[src/rtl/tick_counter_pkg.sv]
// Shared definitions for the tick counter: FSM encodings and default sizing.
// Imported by the interface, the edge detector and the top level.
package tick_counter_pkg;

    typedef enum logic {
        ST_IDLE = 1'b0,
        ST_RUN  = 1'b1
    } state_t;

    localparam int DEF_WIDTH   = 4;
    localparam int DEF_MODULUS = 10;

endpackage

[src/rtl/tick_counter_if.sv]
// Bus between the tick counter and its host: divider taps, control strobes and count status.
// The master side drives the controls; the slave side is the counter itself.
interface tick_counter_if
    import tick_counter_pkg::*;
#(
    parameter int WIDTH = DEF_WIDTH
) ();

    logic [3:0]       ClkDiv;
    logic [1:0]       Sel;
    logic             Start;
    logic             Stop;
    logic             Up;
    logic             Load;
    logic [WIDTH-1:0] LoadVal;
    logic [WIDTH-1:0] Count;
    logic             Tick;
    logic             Wrap;
    logic             Running;

    modport master (
        output ClkDiv, Sel, Start, Stop, Up, Load, LoadVal,
        input  Count, Tick, Wrap, Running
    );

    modport slave (
        input  ClkDiv, Sel, Start, Stop, Up, Load, LoadVal,
        output Count, Tick, Wrap, Running
    );

endinterface

[src/rtl/tick_counter_edge_tick_detect.sv]
// Picks one divider tap and turns its rising edges into single-cycle ticks in the ClkIn domain.
// A change of Sel blanks the tick for that cycle so switching taps never fakes an edge.
module edge_tick_detect
    import tick_counter_pkg::*;
(
    input  logic       ClkIn,
    input  logic       Reset,
    input  logic [3:0] ClkDiv,
    input  logic [1:0] Sel,
    output logic       Tick
);

    logic       selBit;
    logic       prevBit_q;
    logic [1:0] selQ_q;
    logic       tick_q;
    logic       tick_d;

    assign selBit = ClkDiv[Sel];

    always_comb begin
        tick_d = selBit & ~prevBit_q & (Sel == selQ_q);
    end

    // History is primed from the live tap during reset so release cannot look like an edge.
    always_ff @(posedge ClkIn) begin
        if (Reset) begin
            prevBit_q <= selBit;
            selQ_q    <= Sel;
            tick_q    <= 1'b0;
        end else begin
            prevBit_q <= selBit;
            selQ_q    <= Sel;
            tick_q    <= tick_d;
        end
    end

    assign Tick = tick_q;

endmodule

[src/rtl/tick_counter.sv]
// Modulo-MODULUS up/down counter advanced by divider ticks, with load, run/stop FSM and wrap pulse.
// Everything runs on ClkIn; the divider taps are only ever sampled, never used as clocks.
module tick_counter
    import tick_counter_pkg::*;
#(
    parameter int WIDTH   = DEF_WIDTH,
    parameter int MODULUS = DEF_MODULUS
) (
    input  logic ClkIn,
    input  logic Reset,
    tick_counter_if.slave bus
);

    localparam logic [WIDTH-1:0] MAX_VAL = WIDTH'(MODULUS - 1);

    state_t           state_q;
    state_t           state_d;
    logic [WIDTH-1:0] count_q;
    logic [WIDTH-1:0] count_d;
    logic             wrap_q;
    logic             wrap_d;
    logic             tick;
    logic             running;

    edge_tick_detect u_edge (
        .ClkIn  (ClkIn),
        .Reset  (Reset),
        .ClkDiv (bus.ClkDiv),
        .Sel    (bus.Sel),
        .Tick   (tick)
    );

    always_ff @(posedge ClkIn) begin
        if (Reset) begin
            state_q <= ST_IDLE;
        end else begin
            state_q <= state_d;
        end
    end

    // Stop always dominates Start, whichever state we are in.
    always_comb begin
        state_d = state_q;
        case (state_q)
            ST_IDLE: if (bus.Start && !bus.Stop) state_d = ST_RUN;
            ST_RUN:  if (bus.Stop)               state_d = ST_IDLE;
            default: state_d = ST_IDLE;
        endcase
    end

    always_comb begin
        running = (state_q == ST_RUN);
    end

    // Load beats a tick; a tick only counts while the FSM is currently in RUN.
    always_comb begin
        count_d = count_q;
        wrap_d  = 1'b0;
        if (bus.Load) begin
            count_d = (bus.LoadVal > MAX_VAL) ? MAX_VAL : bus.LoadVal;
        end else if (tick && running) begin
            if (bus.Up) begin
                if (count_q == MAX_VAL) begin
                    count_d = '0;
                    wrap_d  = 1'b1;
                end else begin
                    count_d = count_q + WIDTH'(1);
                end
            end else begin
                if (count_q == '0) begin
                    count_d = MAX_VAL;
                    wrap_d  = 1'b1;
                end else begin
                    count_d = count_q - WIDTH'(1);
                end
            end
        end
    end

    always_ff @(posedge ClkIn) begin
        if (Reset) begin
            count_q <= '0;
            wrap_q  <= 1'b0;
        end else begin
            count_q <= count_d;
            wrap_q  <= wrap_d;
        end
    end

    assign bus.Count   = count_q;
    assign bus.Tick    = tick;
    assign bus.Wrap    = wrap_q;
    assign bus.Running = running;

endmodule

[src/flat_wrapper.sv]
// flat-port wrapper written by rule: the top's interface ports become plain ports
module tick_counter_flat import tick_counter_pkg::*;
#(
    parameter int WIDTH   = DEF_WIDTH,
    parameter int MODULUS = DEF_MODULUS
)
  (ClkIn, Reset, bus_ClkDiv, bus_Sel, bus_Start, bus_Stop, bus_Up, bus_Load, bus_LoadVal, bus_Count, bus_Tick, bus_Wrap, bus_Running);
  tick_counter_if #(.WIDTH(WIDTH)) bus_i ();
  input  logic ClkIn;
  input  logic Reset;
  input wire logic [$bits(bus_i.ClkDiv)-1:0] bus_ClkDiv;
  input wire logic [$bits(bus_i.Sel)-1:0] bus_Sel;
  input wire logic [$bits(bus_i.Start)-1:0] bus_Start;
  input wire logic [$bits(bus_i.Stop)-1:0] bus_Stop;
  input wire logic [$bits(bus_i.Up)-1:0] bus_Up;
  input wire logic [$bits(bus_i.Load)-1:0] bus_Load;
  input wire logic [$bits(bus_i.LoadVal)-1:0] bus_LoadVal;
  output wire logic [$bits(bus_i.Count)-1:0] bus_Count;
  output wire logic [$bits(bus_i.Tick)-1:0] bus_Tick;
  output wire logic [$bits(bus_i.Wrap)-1:0] bus_Wrap;
  output wire logic [$bits(bus_i.Running)-1:0] bus_Running;
  assign bus_i.ClkDiv = bus_ClkDiv;
  assign bus_i.Sel = bus_Sel;
  assign bus_i.Start = bus_Start;
  assign bus_i.Stop = bus_Stop;
  assign bus_i.Up = bus_Up;
  assign bus_i.Load = bus_Load;
  assign bus_i.LoadVal = bus_LoadVal;
  assign bus_Count = bus_i.Count;
  assign bus_Tick = bus_i.Tick;
  assign bus_Wrap = bus_i.Wrap;
  assign bus_Running = bus_i.Running;
  tick_counter #(.WIDTH(WIDTH), .MODULUS(MODULUS)) u_core (.ClkIn(ClkIn), .Reset(Reset), .bus(bus_i));
endmodule
[config.mk]
export PLATFORM = sky130hd
export DESIGN_NAME = tick_counter_flat
export DESIGN_NICKNAME = d
export VERILOG_FILES = /design/src/rtl/tick_counter_pkg.sv /design/src/rtl/tick_counter_if.sv /design/src/rtl/tick_counter_edge_tick_detect.sv /design/src/rtl/tick_counter.sv /design/src/flat_wrapper.sv
export SDC_FILE = /design/constraint.sdc
export NUM_CORES = 1
export LEC_CHECK = 0
export ABC_AREA = 0
export ABC_CLOCK_PERIOD_IN_PS = 1960
export BUFFER_PORTS_ARGS = -buffer_cell sky130_fd_sc_hd__buf_2
export CORE_AREA = 10 10 47 49
export CTS_CLUSTER_SIZE = 25
export DETAILED_ROUTE_END_ITERATION = 12
export DIE_AREA = 0 0 57 59
export MAX_ROUTING_LAYER = met4
export PLACE_DENSITY_LB_ADDON = 0.2
export SKIP_CTS_REPAIR_TIMING = 1
export SLEW_MARGIN = 0
export SYNTH_ARGS = -nofsm -noshare
export SYNTH_HDL_FRONTEND = slang
export SYNTH_SLANG_ARGS = --single-unit
export TNS_END_PERCENT = 50
[constraint.sdc]
create_clock -name ClkIn -period 1.96 [get_ports ClkIn]
set_input_delay 0.196 -clock ClkIn [delete_from_list [all_inputs] [get_ports ClkIn]]
set_output_delay 0.196 -clock ClkIn [all_outputs]
set_load 0.02 [all_outputs]
# ---- After elaboration in Yosys (flattened, before gate mapping)
# Cells that the tools add are included.
# W data, S select, Z words.
dict set report totals {
  out_inout_bits 7
  inputBits 16
  reg_bits 10
  word_cells 37
}
dict set report classes {
  n_reduce_logical 6
  n_mux 14
  magnitude_cmp 2
  eq_ne 2
  add_sub_neg 2
  bitwise_logic 5
}
# op n
set ops {}
lappend ops {{$mux W4} 6}
lappend ops {{$mux W1} 6}
lappend ops {{$add A4 B1 Y4 const B} 1}
lappend ops {{$eq A4 B4 Y1 const B} 1}
lappend ops {{$gt A4 B4 Y1 const B} 1}
lappend ops {{$logic_not A4 Y1} 1}
lappend ops {{$sub A4 B1 Y4 const B} 1}
lappend ops {{$lt A2 B3 Y1 const B} 1}
lappend ops {{$not A1 Y1} 3}
lappend ops {{$reduce_or A3 Y1} 1}
lappend ops {{$and A1 B1 Y1} 2}
lappend ops {{$bmux W1 S2} 1}
lappend ops {{$eq A2 B2 Y1} 1}
lappend ops {{$logic_and A1 B1 Y1} 2}
lappend ops {{$pmux W1 S2} 1}
lappend ops {{$reduce_bool A2 Y1} 1}
lappend ops {{$logic_not A1 Y1} 1}

# ---- Longest topological paths before layout
dict set report depth {
  ltp_word 5
  mapped_depth 4
  mapped_depth_nobuf 3
}

# ---- By module
# A second synthesis with hierarchy kept.
dict set report unflattened {
  cells_unflattened 62
  area_unflattened_um2 594.3
}
# mod cells_per_inst n_inst seq_area_each_um2 area_per_inst_um2
set by_module_without_submodules {}
lappend by_module_without_submodules {tick_counter 53 1 120.1 461.7}
lappend by_module_without_submodules {edge_tick_detect 9 1 80.1 132.6}

# ---- Least setup slack after synthesis
# No wires, ideal clock.
dict set report synth_path {
  path_type {reg-to-reg}
  startpoint {register u_core.count_q[0], in the netlist u_core.bus.Count[0]}
  endpoint {register u_core.count_q[1], in the netlist u_core.bus.Count[1]}
  slack_ns 0.606
  required_ns 1.833
  t_arrival_ns 1.227
  setup_ns 0.127
  path_stages_with_launch 5
  path_buffers 1
  synth_period_minus_slack_ns 1.354
  cell_sequence {dfxtp_1 -> buf_4 -> xor2_1 -> a2111oi_2 -> or3b_1}
}
dict set report synth_between {
  elab_chain_cells 5
  elab_cells_between_ends 9
  classes_between {2 x add/sub; 1 x eq/ne; 5 x mux; 1 x reduce/logical}
}
# element line_no
set synth_rtl {}
lappend synth_rtl {{from (decl)} tick_counter.sv:18} ;# logic [WIDTH-1:0] count_q;
lappend synth_rtl {{from (signal assigned)} tick_counter.sv:85} ;# count_q <= count_d;
lappend synth_rtl {{$sub A4 B1 Y4, or another cell as far along} tick_counter.sv:74} ;# count_d = count_q - WIDTH'(1);
lappend synth_rtl {{$mux W4 (on tied branches)} {tick_counter.sv:70, tick_counter.sv:63}}
lappend synth_rtl {{$mux W4 (*)} tick_counter.sv:62} ;# if (bus.Up) begin
lappend synth_rtl {{$mux W4 (*)} tick_counter.sv:61} ;# end else if (tick && running) begin
lappend synth_rtl {{$mux W4 (*)} tick_counter.sv:59} ;# if (bus.Load) begin
# Mark *: on every way between the ends. The rest lies on a longest branch, timed or not. The select of a mux whose other input is x is not followed.
# A chain may end at the register's enable or synchronous reset.

# ---- Worst setup path in the final report
dict set report layout_path {
  startpoint {register u_core.count_q[0], in the netlist u_core.bus.Count[0]}
  endpoint {register u_core.count_q[2], in the netlist u_core.bus.Count[2]}
}
# The elaborated chain is that of the path after synthesis.

==> run_results.csv <==
group,metric,value,unit
cts,clkTransAtPathRegs,0.07,ns
global_routing,met3_usage,5.15,%
synthesis,synthCells,55,
route,post_drt_via_cell_ratio,5.63,
job,drv_cap,0,
route,first_pass_iters,4,
synthesis,synth_nets,71,
global_routing,grt_pass1_vias,589,
power,swShare,26.6,%
global_routing,overflow,0,
critical_path,crit_fanout,10,
layout,final_util,49.8,%
critical_path,crit_arrival,1.55,ns
synthesis,syn_area,539,um2
placed_design,placed_cell_area,662,um2
sta,worstMarginPinSlew,0.361,ns
power,p_seq_share,46.3,%
cts,insertion_delay,0.27,ns
route,drc,0,
placed_design,port_buffers,22,
critical_path,cp.required,2.13,ns
layout,mostFrequentLayoutCell,"buf_2",
sta,fmax,725,MHz
sta,rsz0062_at_grt,"no",
floorplan,dieArea,3360,um2
synthesis,synth.avg_cell_area,9.80,um2
power,leakagePower,0.308,nW
route,first_iter_violations,5,
power,p_total,0.497,mW
cts,root_buffer,"clkbuf_4",
power,pwr-share-clk,37.7,%
global_routing,gr-usage-met1,10.5,%
cts,cts_tree,"built",
cts,clock_sinks,10,
route,num_vias,540,
sta,post-route-period-util,70.3,%
sta,slew_violations,0,
floorplan,num_io_pins,23,
layout,fillers,140,
global_routing,grt_usage,9.46,%
cts,ctsHtreeMaxLevel,1,
power,p_sw,0.132,mW
floorplan,start_util,38.5,%
global_routing,antenna_found_initial,0,
min_path,hold_path_class,"input port to flop",
run_status,status,"complete, no violations",
critical_path,path_class,"flop to flop",
placed_design,dp_hpwl,1130,um
critical_path,slowest_stage,"dfxtp_1",
synthesis,yosysTopAreaCell,"dfxtp_1",
route,final_antenna_net_count,0,
sta,fin_skew,0.000988,ns
power,power.density,712,nW/um2
global_routing,grt_use_met2,14.3,%
power,ir_worst_vdd,0.477,mV
critical_path,cp-end-kind,"flop",
floorplan,die_h,59,um
critical_path,crit_buf_inv,0,
layout,most-common-layout-cells,"buf_2, dfxtp_1, nand3_1",
layout,drive_above_1_share,40.0,%
placed_design,post-place-ws,0.614,ns
sta,final_hold_viol_count,0,
route,routed_wl,1400,um
sta,setup_ws,0.582,ns
cts,clockBufferDepth,2,
cts,cts-buffers-inserted,3,
placed_design,gp_congestion,0.754,
global_routing,grt_max_degree,11,
layout,area_delta_synth_final,29.5,%
route,post_drt_wl_per_cell,14.6,um
floorplan,row_count,14,
layout,finish.instance_area,698,um2
global_routing,gr-max-usage-layer,"met2",
synthesis,synth-seq-cells,10,
layout,final_nets,97,
sta,setup_viol,0,
sta,fin_crit,1.38,ns
synthesis,yosys_warnings,0,
layout,num_antenna_cells,0,
sta,slew_headroom,75.7,%
sta,setup_tns,0,ns
synthesis,yosysUniqueCellTypes,28,
synthesis,synth_area_leaders,"dfxtp_1, a2111oi_2, xor2_1, nand3_1, mux4_2",
floorplan,die_w,57,um
global_routing,grt_pass1_wl,2460,um
power,intPower,0.365,mW
critical_path,critPathMaxStageDelay,0.54,ns
power,pwr-share-comb,15.9,%
synthesis,seq_area_frac_synth,37.1,%
floorplan,core-area,1400,um2
synthesis,yosys.area.top_type_share,37.1,%
critical_path,critical_path.top_delay_family,"flip-flops",
critical_path,critical_path.cell_chain,"nand3_1, or3_1, a311oi_1",
critical_path,cp-start-kind,"flop",
-- Yosys cell counts (all sizes together) --
master,n
nor2,2
xor2,3
nand2b,1
or3b,1
a311oi,1
inv,4
o211ai,1
mux4,1
and3b,1
or3,4
nor3,2
a221oi,2
and3,2
nor4,1
and4,2
xnor2,2
o32ai,1
nand3,5
nand2,1
dfxtp,10
o2111ai,2
o21ai,1
a21oi,1
nand4bb,1
a2111oi,2
buf,1
-- registers in the layout (all words and copies together), names as in the netlist --
name,count
u_core.bus.Wrap,1
u_core.u_edge.prevBit_q,1
u_core.bus.Running,1
u_core.bus.Count,4
u_core.u_edge.selQ_q,2
u_core.u_edge.Tick,1
-- kinds of logic (layout without fill, tap and decap cells) --
group	count (synthesis)	count (layout)	share of synthesized area (%)
AND/OR/NAND/NOR	23	23	27.8
AO/OA/AOI/OAI	11	11	18.6
flip-flops	10	10	37.1
XOR/XNOR	5	5	8.12
buffers and inverters	5	30	4.18
multiplexers	1	1	4.18
-- path summary, 6_finish.rpt --
path | start | to | slack (ns) | cells after the start
hold / removal | bus_Sel[1] | u_core.u_edge.selQ_q[1] | 0.07 | 1
setup reg to reg | u_core.bus.Count[0] | u_core.bus.Count[2] | 0.58 | 3
hold reg to reg | u_core.bus.Running | u_core.bus.Running | 0.56 | 2
setup / recovery | u_core.bus.Count[0] | u_core.bus.Count[2] | 0.58 | 3
-- metrics by stage --
stage / std cells / hold WS, ns
final: 96 / 0.0728
after CTS: 96 / 0.0640
after detailed placement: 92 / 0.350
after global placement: 92 / 0.344
after floorplan: 55 / 0.224
after global routing: 96 / 0.0518
-- worst register-to-register path, cell delays in order (launching register included) --
cell      delay, ns
dfxtp_1        0.54
nand3_1        0.20
or3_1          0.34
a311oi_1       0.22
-- routing by layer --
layer,vias up,wire [um],part of all wire (%)
met5,-,0,0
met4,0,17,1.2
met3,2,89,6.4
met2,18,632,45
met1,254,658,47
li1,266,-,-
-- layout make-up --
cell class	instances	area (um2)	area share, %
inverters	4	15.0	2.15
repair buffers	22	110	15.8
well taps	16	20.0	2.87
clock buffers	4	36.3	5.20
flip-flops and latches	10	200	28.7
multi-input cells	40	317	45.3
-- power groups by stage --
stage / clock, mW / combinational, mW / sequential, mW
2_1_floorplan: 0 / 0.0417 / 0.237
3_3_place_gp: 0 / 0.0797 / 0.234
3_5_place_dp: 0 / 0.0799 / 0.235
4_1_cts: 0.196 / 0.0801 / 0.230
5_1_grt: 0.212 / 0.0885 / 0.232
6_report: 0.188 / 0.0793 / 0.230
Note: power is estimated with default switching activity, not from simulation.
